## src/rtl/rvfi_monitor_pkg.sv

```systemverilog
// Shared types for the RVFI retirement monitor: FSM states, check codes and
// the sticky error-context record.
package rvfi_monitor_pkg;

  typedef enum logic [1:0] {
    IDLE   = 2'd0,
    RUN    = 2'd1,
    HALTED = 2'd2,
    ERROR  = 2'd3
  } MonState;

  typedef enum logic [2:0] {
    NONE       = 3'd0,
    E_ORDER    = 3'd1,
    E_PC       = 3'd2,
    E_X0       = 3'd3,
    E_ALIGN    = 3'd4,
    E_MODE     = 3'd5,
    E_POSTHALT = 3'd6
  } ErrCode;

  typedef struct packed {
    ErrCode      code;
    logic [63:0] order;
    logic [31:0] pc;
    logic [31:0] insn;
  } err_ctx_t;

  localparam logic [1:0] MODE_M  = 2'd3;
  localparam logic [1:0] IXL_RV32 = 2'd1;

endpackage

```

## src/rtl/rvfi_monitor_checker.sv

```systemverilog
// Combinational invariant checks on one retirement; reports the lowest
// failing code. Validity gating is left to the caller.
module rvfi_monitor_checker
  import rvfi_monitor_pkg::*;
(
  input  MonState     state,
  input  logic [63:0] order,
  input  logic [63:0] last_order,
  input  logic [31:0] pc_rdata,
  input  logic [31:0] pc_wdata,
  input  logic [31:0] exp_pc,
  input  logic        pc_check_en,
  input  logic [4:0]  rd_addr,
  input  logic [31:0] rd_wdata,
  input  logic [1:0]  mode,
  input  logic [1:0]  ixl,
  output ErrCode      code
);

  // Evaluated from highest to lowest code so the lowest failing one wins.
  always_comb begin
    code = NONE;
    if (state == HALTED)                      code = E_POSTHALT;
    if (mode != MODE_M || ixl != IXL_RV32)    code = E_MODE;
    if (pc_wdata[1:0] != 2'b00)               code = E_ALIGN;
    if (rd_addr == 5'd0 && rd_wdata != 32'd0) code = E_X0;
    if (pc_check_en && pc_rdata != exp_pc)    code = E_PC;
    if (state != IDLE && order <= last_order) code = E_ORDER;
  end

endmodule

```

## src/rtl/rvfi_trace_monitor.sv

```systemverilog
// RVFI retirement-stream monitor: FSM, saturating retirement/trap counters
// and sticky first-failure context.
module rvfi_trace_monitor
  import rvfi_monitor_pkg::*;
#(
  parameter logic [31:0] ResetPc      = 32'h0000_0000,
  parameter logic        CheckStartPc = 1'b1,
  parameter int          CntWidth     = 32
) (
  input  logic                clk_i,
  input  logic                rst_i,
  input  logic                clear_i,
  input  logic                rvfi_valid,
  input  logic                rvfi_trap,
  input  logic                rvfi_halt,
  input  logic                rvfi_intr,
  input  logic [63:0]         rvfi_order,
  input  logic [31:0]         rvfi_insn,
  input  logic [1:0]          rvfi_mode,
  input  logic [1:0]          rvfi_ixl,
  input  logic [4:0]          rvfi_rd_addr,
  input  logic [31:0]         rvfi_rd_wdata,
  input  logic [31:0]         rvfi_pc_rdata,
  input  logic [31:0]         rvfi_pc_wdata,
  output logic                err_o,
  output logic [2:0]          err_code_o,
  output logic [63:0]         err_order_o,
  output logic [31:0]         err_pc_o,
  output logic [31:0]         err_insn_o,
  output logic [CntWidth-1:0] retired_cnt_o,
  output logic [CntWidth-1:0] trap_cnt_o,
  output logic [1:0]          state_o,
  output logic                halted_o
);

  MonState             state_q, state_d;
  ErrCode              chk_code;
  err_ctx_t            ctx_q;
  logic                err_q;
  logic [63:0]         last_order_q;
  logic [31:0]         exp_pc_q;
  logic                pc_check_en_q;
  logic [CntWidth-1:0] ret_cnt_q, trap_cnt_q;
  logic                fail;
  logic                intr_unused;

  // Reserved for a future interrupt check.
  assign intr_unused = rvfi_intr;

  // The first retirement is compared against the reset vector instead.
  wire        first      = (state_q == IDLE);
  wire        pc_en_eff  = first ? CheckStartPc : pc_check_en_q;
  wire [31:0] exp_pc_eff = first ? ResetPc : exp_pc_q;

  rvfi_monitor_checker u_checker (
    .state       (state_q),
    .order       (rvfi_order),
    .last_order  (last_order_q),
    .pc_rdata    (rvfi_pc_rdata),
    .pc_wdata    (rvfi_pc_wdata),
    .exp_pc      (exp_pc_eff),
    .pc_check_en (pc_en_eff),
    .rd_addr     (rvfi_rd_addr),
    .rd_wdata    (rvfi_rd_wdata),
    .mode        (rvfi_mode),
    .ixl         (rvfi_ixl),
    .code        (chk_code)
  );

  assign fail = rvfi_valid && (chk_code != NONE);

  always_ff @(posedge clk_i or posedge rst_i) begin
    if (rst_i) state_q <= IDLE;
    else       state_q <= state_d;
  end

  always_comb begin
    state_d = state_q;
    if (clear_i) begin
      state_d = IDLE;
    end else if (rvfi_valid) begin
      case (state_q)
        IDLE:    state_d = fail ? ERROR : RUN;
        RUN:     state_d = fail ? ERROR : (rvfi_halt ? HALTED : RUN);
        HALTED:  state_d = ERROR;
        default: state_d = ERROR;
      endcase
    end
  end

  always_comb begin
    state_o  = state_q;
    halted_o = (state_q == HALTED);
  end

  always_ff @(posedge clk_i or posedge rst_i) begin
    if (rst_i) begin
      err_q         <= 1'b0;
      ctx_q         <= '0;
      last_order_q  <= '0;
      exp_pc_q      <= '0;
      pc_check_en_q <= 1'b0;
      ret_cnt_q     <= '0;
      trap_cnt_q    <= '0;
    end else if (clear_i) begin
      err_q         <= 1'b0;
      ctx_q         <= '0;
      last_order_q  <= '0;
      exp_pc_q      <= '0;
      pc_check_en_q <= 1'b0;
      ret_cnt_q     <= '0;
      trap_cnt_q    <= '0;
    end else begin
      if (rvfi_valid) begin
        last_order_q <= rvfi_order;
        exp_pc_q     <= rvfi_pc_wdata;
        if (ret_cnt_q != '1) ret_cnt_q <= ret_cnt_q + 1'b1;
      end
      if (rvfi_trap && trap_cnt_q != '1) trap_cnt_q <= trap_cnt_q + 1'b1;
      // A trap redirects the PC, so continuity is unknown until the next retirement.
      if (rvfi_trap)       pc_check_en_q <= 1'b0;
      else if (rvfi_valid) pc_check_en_q <= 1'b1;
      if (fail && !err_q) begin
        err_q <= 1'b1;
        ctx_q <= '{code: chk_code, order: rvfi_order, pc: rvfi_pc_rdata, insn: rvfi_insn};
      end
    end
  end

  assign err_o         = err_q;
  assign err_code_o    = ctx_q.code;
  assign err_order_o   = ctx_q.order;
  assign err_pc_o      = ctx_q.pc;
  assign err_insn_o    = ctx_q.insn;
  assign retired_cnt_o = ret_cnt_q;
  assign trap_cnt_o    = trap_cnt_q;

endmodule

```

## config.mk

```make
export PLATFORM = sky130hd
export DESIGN_NAME = rvfi_trace_monitor
export DESIGN_NICKNAME = d
export VERILOG_FILES = /design/src/rtl/rvfi_monitor_pkg.sv /design/src/rtl/rvfi_monitor_checker.sv /design/src/rtl/rvfi_trace_monitor.sv
export SDC_FILE = /design/constraint.sdc
export NUM_CORES = 1
export LEC_CHECK = 0
export ABC_AREA = 0
export CAP_MARGIN = 10
export CELL_PAD_IN_SITES_DETAIL_PLACEMENT = 1
export CELL_PAD_IN_SITES_GLOBAL_PLACEMENT = 1
export CORE_MARGIN = 4
export CORE_UTILIZATION = 35
export DETAILED_ROUTE_END_ITERATION = 6
export PLACE_DENSITY_LB_ADDON = 0.05
export SKIP_LAST_GASP = 1
export SYNTH_ARGS = -nofsm -noshare
export SYNTH_HDL_FRONTEND = slang
export SYNTH_SLANG_ARGS = --single-unit
export TNS_END_PERCENT = 1
```

## constraint.sdc

```tcl
create_clock -name clk_i -period 15 [get_ports clk_i]
set_clock_uncertainty 0.05 [all_clocks]
set_input_delay 3.75 -clock clk_i [delete_from_list [all_inputs] [get_ports clk_i]]
set_output_delay 3.75 -clock clk_i [all_outputs]
set_load 0.05 [all_outputs]
```

# After elaboration in Yosys (flattened, before gate mapping)
# Index checks and enable logic that the tools add are counted.
word_totals:
  register_bits: 295
  latchBits: 0
  mem_bits_rw: 0
  mem_bits_ro: 0
  output_inout_bits: 199
  elab_cells: 71
  memories: 0
classes:
  n_addsub: 2
  multipliers: 0
  div_mod_pow: 0
  magnitude_cmp: 1
  eq_ne: 7
  n_shift: 0
  n_mux: 30
  bitwise_logic: 0
  n_reduce_logical: 20
op_table:
  columns: ["cell", "count"]
  rows:
  - ["$mux 131", 2]
  - ["$mux 32", 8]
  - ["$mux 64", 2]
  - ["$add 32x1->32 const B", 2]
  - ["$le 64x64->1", 1]
  - ["$ne 32x32->1 const B", 2]
  - ["$ne 32x32->1", 1]
  - ["$reduce_bool 32->1", 1]
  - ["$mux 3", 6]
  - ["$reduce_bool 2->1", 6]
  - ["$mux 2", 5]
  - ["$logic_and 1x1->1", 6]
  - ["$mux 1", 6]
  - ["$reduce_bool 3->1", 2]
  - ["$logic_not 5->1", 1]
  - ["$pmux 2 s2", 1]
  - ["$eq 2x1->1 const B", 1]
  - ["$eq 2x2->1 const B", 1]
  - ["$logic_not 2->1", 1]
  - ["$ne 2x1->1 const B", 1]
  - ["$ne 2x2->1 const B", 1]
  - ["$reduce_and 2->1", 1]
  - ["$logic_not 1->1", 1]
  - ["$logic_or 1x1->1", 1]

# Depth between registers and ports, before layout
depth:
  word_depth: 13
  ltp_mapped: 12

# Cells and area by module
# Synthesis repeated with hierarchy kept, for this count alone.
hier_totals:
  hier_cells: 1339
  area_unflattened_um2: 14438.8
modules_own_cells:
  columns: ["module", "instances", "cells_each", "area_each_um2"]
  rows:
  - ["rvfi_trace_monitor", 1, 1038, 12296.8]
  - ["rvfi_monitor_checker", 1, 301, 2142.1]

# Worst setup path before layout
# OpenSTA, ideal clock, no wires.
synth_path:
  kind: "in2reg"
  startpoint: "input port rvfi_order[7]"
  endpoint: "register ctx_q, in the netlist err_code_o[2]"
  setup_ns: 0.079
  arrival_time_ns: 6.006
  path_slack_ns: 8.864
  cell_stages: 11
  cell_sequence: "ha_1 > a21oi_1 > o21ai_0 > a221o_1 > o31a_1 > a211oi_1 > a211oi_1 > a21boi_1 > buf_6 > buf_6 > mux2i_1"
synth_between:
  elab_chain_len: 7
  word_cells_on_any_way: 9
synth_lines:
  columns: ["element", "line_no", "text"]
  rows:
  - ["start, declared", "rvfi_trace_monitor.sv:17", "input logic [63:0] rvfi_order,"]
  - ["$le 64x64->1 *", "rvfi_monitor_checker.sv:28", "if (state != IDLE && order <= last_order) code = E_ORDER;"]
  - ["$logic_and 1x1->1 *", "rvfi_monitor_checker.sv:28", null]
  - ["$mux 3 *", "rvfi_monitor_checker.sv:28", null]
  - ["$reduce_bool 3->1", "rvfi_trace_monitor.sv:70", "assign fail = rvfi_valid && (chk_code != NONE);"]
  - ["$logic_and 1x1->1", "rvfi_trace_monitor.sv:70", null]
  - ["$logic_and 1x1->1", "rvfi_trace_monitor.sv:123", "if (fail && !err_q) begin"]
  - ["$reduce_bool 2->1 (no line)", null, null]
  - ["end signal, assigned", "rvfi_trace_monitor.sv:125", "ctx_q <= '{code: chk_code, order: rvfi_order, pc: rvfi_pc_rdata, insn: rvfi_insn};"]
  - ["end, declared", "rvfi_trace_monitor.sv:38", "err_ctx_t ctx_q;"]
# Mark *: on every way between the ends. The rest lies on a longest branch, timed or not. The select of a mux whose other input is x is not followed.
# A chain may end at the register's enable or synchronous reset.

# Worst setup path after layout
layout_path:
  startpoint: "input port rvfi_order[7]"
  endpoint: "register ctx_q, in the netlist err_order_o[0]"
layout_between:
  elab_chain_len: 7
layout_lines:
  columns: ["element", "line_no"]
  rows:
  - ["$le 64x64->1", "rvfi_monitor_checker.sv:28"]
  - ["$logic_and 1x1->1", "rvfi_monitor_checker.sv:28"]
  - ["$mux 3", "rvfi_monitor_checker.sv:28"]
  - ["$reduce_bool 3->1", "rvfi_trace_monitor.sv:70"]
  - ["$logic_and 1x1->1", "rvfi_trace_monitor.sv:70"]
  - ["$logic_and 1x1->1", "rvfi_trace_monitor.sv:123"]
  - ["$reduce_bool 2->1 (no line)", null]
# Every way passes these cells.

==> results.sh <==
export IMPL_status="complete, no violations"
export IMPL_min_period_over_period=0.521
export IMPL_setup_viol=0
export IMPL_ios=407
export IMPL_maxCapViolCount=0
export IMPL_post_cts_setup_buffers=0
export IMPL_synth_distinct_cells=57
export IMPL_cp_cell_sequence="clkdlybuf4s50_1 -> ha_1 -> a21oi_1 -> o21ai_0 -> a221o_1 -> o31a_1 -> a211oi_1 -> a211oi_1 -> a21boi_4 -> buf_4 -> mux2i_1"
export IMPL_start_kind="input port"
export IMPL_initial_utilization=0.354
export IMPL_ys_flop_type="dfrtp_1"
export IMPL_wire_per_inst_um=19.5
export IMPL_final_hold_viol_count=0
export IMPL_post_route_drc_count=0
export IMPL_synth_compound_area_share=0.0468
export IMPL_htree_levels=2
export IMPL_vdd_ir_drop_max_mv=0.0669
export IMPL_gp_congestion=0.792
export IMPL_setup_tns_ps=0
export IMPL_io_buffer_count=405
export IMPL_drv_slew=0
export IMPL_cts_root_buf="clkbuf_16"
export IMPL_vias_per_cell=4.97
export IMPL_dp_cells=2538
export IMPL_overflow=0
export IMPL_drt_iter0_drc=570
export IMPL_cp_required_ps=15390
export IMPL_die_w_um=223
export IMPL_yosys_warnings=0
export IMPL_final_cells=2605
export IMPL_setup_worst_path_end_class="register"
export IMPL_synth_top_family_by_area="simple AND/OR/NAND/NOR gates"
export IMPL_clk_latency_ps=540
export IMPL_drive_gt1_frac=0.0400
export IMPL_leakage_nw=9.49
export IMPL_fp_dieH_um=223
export IMPL_cpPeakStageDelay_ps=950
export IMPL_post_route_min_period_ps=7810
export IMPL_tightest_slew_ps=1120
export IMPL_ys_seq_area_frac=0.458
export IMPL_cts_tree="yes"
export IMPL_synth_xor_area_frac=0.0354
export IMPL_hold_path_class="register to register"
export IMPL_grt_pass1_vias=13879
export IMPL_netlist_area_um2=16100
export IMPL_ctsResizeCount=0
export IMPL_cpMaxStageDelayCell="buf_4"
export IMPL_crit_path_frequent_cell="a211oi_1"
export IMPL_ys_async_sr_fraction=1.00
export IMPL_grt_pass1_wl_um=80700
export IMPL_critPathKind="input port to register"
export IMPL_max_freq_mhz=128
export IMPL_vias=12943
export IMPL_path_clk_slew_ps=50
export IMPL_synth_net_count=1872
export IMPL_p_per_area_nw_per_um2=98.9
export IMPL_crit_family="compound AO/OA/AOI/OAI gates"
export IMPL_first_pass_iters=5
export IMPL_synthAdderAreaFrac=0.0513
export IMPL_grt_start_max_net_pins=142
export IMPL_area_growth_pct=35.7
export IMPL_clk_path_buf_depth=3
export IMPL_syn_avg_cell_area_um2=10.1
export IMPL_worst_path_buf_inv=2
export IMPL_die_area_um2=49500
export IMPL_ctsHoldBuffers=0
export IMPL_nets=2252
export IMPL_synth_simple_area_share=0.222
export IMPL_gr_usage_all_layers=0.202
export IMPL_synth_mux_area_frac=0.142
export IMPL_max_slew_margin=0.251
export IMPL_cts_sinks=295
export IMPL_rsz0062_at_grt="no"
export IMPL_placementRows=78
export IMPL_hpwlAfterDp_um=36100
export IMPL_crit_fanout=59
export IMPL_cts_buffers=38
export IMPL_design_core_area_um2=45500
export IMPL_crit_arrival_ps=8210
export IMPL_antenna_found_initial=3
export IMPL_synth_edff_count=0
export IMPL_final_antenna_net_count=0
export IMPL_synth_seq_cells=295
export IMPL_synth_cells=1598
export IMPL_routed_wl_um=50800
routing by layer:
metal  track usage  vias to the layer above  wire length [um]
met5             0                        -                23
li1              -                     6174                 -
met1         0.268                     6458             22600
met2         0.338                      250             24600
met4        0.0467                        4               918
met3        0.0447                       57              2710
state kept, by name (all words and copies together), names as in the netlist:
register	count
err_order_o	64
last_order_q	64
err_insn_o	32
err_pc_o	32
exp_pc_q	32
retired_cnt_o	32
trap_cnt_o	32
err_code_o	3
state_o	2
err_o	1
pc_check_en_q	1
where the power goes:
part | switching [mW] | internal (mW)
Sequential | 0.0247 | 0.834
Clock | 0.355 | 0.542
Combinational | 0.235 | 0.170
placed cells by master (no fill, tap or decap), types with 3 or more instances in the layout:
cell type,instances
nand4_1,38
mux2i_1,228
buf_4,11
clkbuf_1,7
o22ai_1,3
nor2b_1,6
clkinv_2,8
ha_1,66
clkbuf_8,7
dfrtp_1,295
a221o_1,3
nor2_1,202
inv_1,86
or3_1,8
and3_1,9
xor2_1,40
and4_1,10
a211oi_1,5
nand2_1,48
nand2b_1,264
a21oi_1,34
diode_2,3
xnor2_1,25
o21ai_0,19
a21o_1,3
or4_1,3
nor4bb_1,10
o32ai_1,10
nand3_1,25
clkbuf_16,39
nor3_1,15
nor4_1,16
clkdlybuf4s50_1,403
and2_1,5
a31oi_1,12
synth_stat cells (12+ instances only):
cell type	number	area share
nand2b_1	264	0.10
mux2i_1	228	0.14
a21oi_1	34	0.011
buf_6	13	0.0091
nand3_1	25	0.0078
nor3_1	15	0.0047
clkbuf_1	57	0.013
o21ai_0	19	0.0059
xor2_1	40	0.022
nand2_1	48	0.011
nor4_1	17	0.0066
dfrtp_1	295	0.46
inv_1	87	0.020
ha_1	66	0.051
xnor2_1	25	0.014
nor2_1	202	0.047
a31oi_1	12	0.0047
nand4_1	38	0.015
logic make-up (layout without fill, tap and decap cells):
group                      count (synthesis)  after routing
AOI/OAI and AO/OA                        114            114
xor gates and xnor gates                  65             65
adders and majority gates                 66             66
buffers and inverters                    163            567
DFF                                      295            295
muxes                                    229            229
other                                      0              3
and+or+nand+nor                          666            666
final cells by class:
type | instances | area [um2]
Inverter | 87 | 334
Clock inverter | 11 | 109
Tap cell | 600 | 751
Clock buffer | 53 | 1100
Timing Repair Buffer | 416 | 4140
Fill cell | 5060 | 23600
Multi-Input combinational cell | 1140 | 8030
Antenna cell | 3 | 7.51
Sequential cell | 295 | 7380
worst register-to-register path, delay by kind of cell, from the launching register on:
kind / cells / cell delay (ps)
flops: 1 / 350
compound gates: 2 / 810
simple gates: 5 / 1460
fa+ha+maj: 1 / 310
buf+inv: 2 / 1000
mux: 1 / 370
metrics by stage:
stage / total power, mW / util / area, um2 / setup slack, ps / hold WS (ps)
3_3_place_gp: 1.27 / 0.454 / 20600 / 6590 / 452
4_1_cts: 2.20 / 0.480 / 21800 / 7120 / 474
3_5_place_dp: 1.28 / 0.454 / 20600 / 6540 / 459
6_report: 2.16 / 0.480 / 21900 / 7190 / 469
5_1_grt: 2.27 / 0.480 / 21800 / 6910 / 497
2_1_floorplan: 1.11 / - / 16100 / 3050 / 436
worst paths after layout:
check / start / endpoint / slack [ps] / depth (start not counted)
max: rvfi_order[7] / err_order_o[0]$_DFFE_PP0P_ / 7190 / 11
min: last_order_q[56]$_DFFE_PP0P_ / last_order_q[56]$_DFFE_PP0P_ / 470 / 2
max reg2reg: last_order_q[35]$_DFFE_PP0P_ / err_order_o[0]$_DFFE_PP0P_ / 10570 / 11
min reg2reg: last_order_q[56]$_DFFE_PP0P_ / last_order_q[56]$_DFFE_PP0P_ / 470 / 2
max in group asynchronous: rst_i / err_insn_o[18]$_DFFE_PP0P_ / 9710 / 3
min in group asynchronous: rst_i / last_order_q[7]$_DFFE_PP0P_ / 3720 / 2
Power figures use the tool's default switching activity.
